<file path="src/rtl/crotchet_sequencer.sv">
// Master beat generator: divides clk into semiquaver ticks, counts crotchets through
// the song, and runs a small start/pause/restart/end-of-song control FSM.
module crotchet_sequencer #(
    parameter int CLKS_PER_TICK = 5460000,
    parameter int NUM_CROTCHETS = 104,
    parameter int LOOP          = 1
) (
    input  logic       clk,
    input  logic       rst_n,
    input  logic       start,
    input  logic       pause,
    input  logic       restart,
    output logic [6:0] crotchet,
    output logic       crotchet_pulse,
    output logic [1:0] semiquaver,
    output logic       semiquaver_pulse,
    output logic       phrase_pulse,
    output logic       playing,
    output logic       song_done
);

    localparam int TW = (CLKS_PER_TICK > 1) ? $clog2(CLKS_PER_TICK) : 1;
    localparam logic [TW-1:0] TICK_LAST     = TW'(CLKS_PER_TICK - 1);
    localparam logic [6:0]    LAST_CROTCHET = 7'(NUM_CROTCHETS - 1);
    localparam bit            STOP_AT_END   = (LOOP == 0);

    typedef enum logic [1:0] {
        IDLE,
        PLAY,
        PAUSE,
        DONE
    } state_t;

    state_t state, state_next;

    logic [TW-1:0] tick_cnt;
    logic          launch;
    logic          advance;
    logic          tick_term;
    logic          last_crotchet;
    logic          song_end;
    logic [6:0]    crotchet_next;

    assign tick_term     = (tick_cnt == TICK_LAST);
    assign last_crotchet = (crotchet == LAST_CROTCHET);
    assign song_end      = STOP_AT_END && tick_term && (semiquaver == 2'd3) && last_crotchet;
    assign crotchet_next = last_crotchet ? 7'd0 : crotchet + 7'd1;

    always_ff @(posedge clk or negedge rst_n) begin
        if (!rst_n) begin
            state <= IDLE;
        end else begin
            state <= state_next;
        end
    end

    // restart outranks pause, which outranks start; a paused cycle never takes a tick
    always_comb begin
        state_next = state;
        launch     = 1'b0;
        advance    = 1'b0;
        if (restart) begin
            state_next = PLAY;
            launch     = 1'b1;
        end else begin
            case (state)
                IDLE: begin
                    if (start && !pause) begin
                        state_next = PLAY;
                        launch     = 1'b1;
                    end
                end
                PLAY: begin
                    if (pause) begin
                        state_next = PAUSE;
                    end else begin
                        advance = 1'b1;
                        if (song_end) begin
                            state_next = DONE;
                        end
                    end
                end
                PAUSE: begin
                    if (start && !pause) begin
                        state_next = PLAY;
                    end
                end
                DONE: begin
                    state_next = DONE;
                end
                default: begin
                    state_next = IDLE;
                end
            endcase
        end
    end

    // On the final tick of a non-looping song everything holds, so DONE shows the last crotchet
    always_ff @(posedge clk or negedge rst_n) begin
        if (!rst_n) begin
            tick_cnt         <= '0;
            semiquaver       <= 2'd0;
            crotchet         <= 7'd0;
            semiquaver_pulse <= 1'b0;
            crotchet_pulse   <= 1'b0;
            phrase_pulse     <= 1'b0;
        end else begin
            semiquaver_pulse <= 1'b0;
            crotchet_pulse   <= 1'b0;
            phrase_pulse     <= 1'b0;
            if (launch) begin
                tick_cnt         <= '0;
                semiquaver       <= 2'd0;
                crotchet         <= 7'd0;
                semiquaver_pulse <= 1'b1;
                crotchet_pulse   <= 1'b1;
                phrase_pulse     <= 1'b1;
            end else if (advance) begin
                if (!tick_term) begin
                    tick_cnt <= tick_cnt + 1'b1;
                end else if (!song_end) begin
                    tick_cnt         <= '0;
                    semiquaver       <= semiquaver + 2'd1;
                    semiquaver_pulse <= 1'b1;
                    if (semiquaver == 2'd3) begin
                        crotchet       <= crotchet_next;
                        crotchet_pulse <= 1'b1;
                        phrase_pulse   <= (crotchet_next[2:0] == 3'd0);
                    end
                end
            end
        end
    end

    assign playing   = (state == PLAY);
    assign song_done = (state == DONE);

endmodule
</file>
<file path="config.mk">
export PLATFORM = sky130hd
export DESIGN_NAME = crotchet_sequencer
export DESIGN_NICKNAME = d
export VERILOG_FILES = /design/src/rtl/crotchet_sequencer.sv
export SDC_FILE = /design/constraint.sdc
export NUM_CORES = 1
export LEC_CHECK = 0
export BUFFER_PORTS_ARGS = -buffer_cell sky130_fd_sc_hd__clkbuf_2
export CORE_MARGIN = 10
export CORE_UTILIZATION = 40
export CTS_CLUSTER_DIAMETER = 150
export DETAILED_ROUTE_END_ITERATION = 12
export GPL_TIMING_DRIVEN = 0
export PLACE_DENSITY = 0.57
export REMOVE_ABC_BUFFERS = 1
export SLEW_MARGIN = 20
export SYNTH_ARGS = -nofsm -noshare
export SYNTH_HDL_FRONTEND = slang
export SYNTH_SLANG_ARGS = --single-unit
</file>
<file path="constraint.sdc">
create_clock -name clk -period 2.7 [get_ports clk]
set_input_delay 0.135 -clock clk [delete_from_list [all_inputs] [get_ports clk]]
set_output_delay 0.135 -clock clk [all_outputs]
set_load 0.05 [all_outputs]
</file>
==> metrics <==
Core Region=5440 um^2; Post-DP HPWL=3460 um; sequential fraction of the synthesis area=0.416; Worst Path Max Fanout=12; switch share=0.266; Worst Path Required=2920 ps; Clock Path Buffers=2; via count of the first global-routing pass=1,745; port buffer count=18; RSZ-0062 raised after global routing=no; Num CTS Buffers=5; routed vias=1,846; async set-reset flop share out of synthesis=1.00; Synth top cells by count=37 x dfrtp_1, 26 x nand2_1, 25 x a31oi_1, 15 x o21ai_0, 11 x nand3_1; Starting Density=0.409; total number of yosys warnings=0; Fin. Hold Viols=27; Worst-path clk slew=70 ps; global-route wire length before repair=8860 um; Max-slew headroom=0.372; non-filler cells, final=324; final instance area=2440 um^2; die area=8950 um^2; synthesized instance count=237; Worst Hold Class=input pin to asynchronous set/reset pin; FP Rows=27; Worst Reg-to-Reg Cells=5; Die H=94.6 um; pre-CTS setup slack=52.8 ps; Max Clk Rate=425 MHz; Post-Syn Area=2230 um^2; met3 usage=0.0214; post-cts resize count=0; Avg Synthesized Cell Area=9.39 um^2; CP endpoint kind=register; Max-Cap Viols=0; switching power of the nets=302 uW; Die Width=94.6 um; final worst clock skew=8.34 ps; dpl cells=316; #FFs+latches synth=37; leakage power=1.05 nW; dominant synthesized flop cell=dfrtp_1; share of the synthesized area in the top cell type=0.416; largest net degree at the start of global routing=38; CTS tree=done; Seq pwr share=0.515; Slew Viols, Final=0; cts hold-fix bufs=0; Clock power frac=0.371; power per cell area=465 nW/um^2; I/O pin count=19; CTS Root Cell=clkbuf_8; Worst Slack Setup Final=348 ps; grt peak-use layer=met1; drt via density=5.70; most common cell in the netlist=dfrtp_1; post-synth top area cell=dfrtp_1; initial antenna violation count=0; Post-CTS Repair Setup Buffers=0; utilization after layout=0.449; worst vdd ir=234 uV; Fin Hold WS=-20.3 ps; Detailed Route Iter0 Violations=155; FF-to-FF setup slack=350 ps; worst slew pin tran=943 ps; ratio of cells with drive above 1 in the final layout=0.190; met2 Usage GRT=0.174; failing checks=hold timing; worst skew pair latency=290 ps; Syn-to-layout area delta=9.67%; WP data arrival=2570 ps; min cycle time layout=2350 ps; CP startpoint=tick_cnt[5]; status=finished with violations; # DRC=0; All-Layer GR Usage=0.122; dpl cell area=2340 um^2; Cell variety after synth=55; H-Tree Depth=2; Logic pwr share=0.114; antenna cells=0; EDFF count, synth=0; largest cells by area after synthesis=dfrtp_1 42%, a31oi_1 7.0%, nand2_1 4.4%, o21ai_0 3.4%, nand3_1 2.5%; CP startpoint kind=register; wire per inst=15.5 um; reg2reg start=tick_cnt[5]; total grt overflow=0; Int Power=833 uW; antenna viol nets, final=0; RR Endpoint=crotchet[4]; Setup Viol. Count Final=0; Clock Sinks=37; final worst path period share=0.871; grt met1 use=0.177; Final Power=1.14 mW; WL final=5020 um; Pre-Repair DR Iteration Count=4; Layout Nets=260; Worst Setup Path Type=register to register; GPL Wtd Cong=0.793
[worst max path at each step]
stage,endpoint,slack (ps),cells past startpoint
final,crotchet[4],350,5
after global routing,crotchet[4],180,5
after CTS,tick_cnt[2],50,6
after floorplan,tick_cnt[16],-330,4
after global placement,tick_cnt[18],-1400,4
after detailed placement,tick_cnt[15],50,6
[worst max-delay path, stage by stage, from the launching register on]
cell and delay (ps):
dfrtp_1 480, nor4_1 520, nand4_1 260, or2_1 420, or4_1 540, nand2_1 80
[layout make-up]
type	count	area (um^2)
multi-input cells	181	1190
repair buffers	19	105
fillers	536	3000
clock inverters	1	5.00
well taps	72	90.1
flip-flops and latches	37	926
clock buffers	7	96.3
inverters	7	26.3
[state kept, by name (all words and copies together), names as in the netlist]
| name | cells |
|---|---|
| crotchet | 7 |
| crotchet_pulse | 1 |
| phrase_pulse | 1 |
| semiquaver | 2 |
| semiquaver_pulse | 1 |
| state | 2 |
| tick_cnt | 23 |
[placed cells by master (no fill, tap or decap), drive strengths merged, types with 7 or more instances in the layout]
master  netlist  layout
clkbuf        3      25
nor2         10      10
a21oi         9       9
nand4         8       8
dfrtp        37      37
a31oi        25      25
o21ai        16      16
nand2        26      26
inv           7       7
nand3        11      11
[metal layers]
| layer | up-vias | routed length, um |
|---|---|---|
| met5 | - | 0 |
| li1 | 935 | - |
| met3 | 5 | 125 |
| met4 | 0 | 46 |
| met2 | 23 | 2250 |
| met1 | 883 | 2600 |
[cells by family after synthesis]
| kind of cell | share of synthesized area |
|---|---|
| AO/OA/AOI/OAI | 0.229 |
| XOR/XNOR | 0.00787 |
| adder cells (fa/ha/maj) | 0.0225 |
| buffers and inverters | 0.0540 |
| flip-flops | 0.416 |
| multiplexers | 0.00899 |
| AND/OR/NAND/NOR | 0.262 |
[stage by stage]
step                hold slack, ps  setup TNS, ps
global placement               350         -21130
CTS                           26.1              0
global route                  55.5              0
floorplan                     -161          -4140
detailed placement             335              0
finish                       -20.3              0
[power by group through the flow]
stage | clock [mW] | combinational, mW | sequential [mW]
after CTS | 0.443 | 0.132 | 0.584
after floorplan | 0 | 0.0722 | 0.603
final | 0.421 | 0.130 | 0.585
after global placement | 0 | 0.125 | 0.595
after detailed placement | 0 | 0.132 | 0.595
after global routing | 0.460 | 0.146 | 0.587
(Power assumes the default switching activity.)
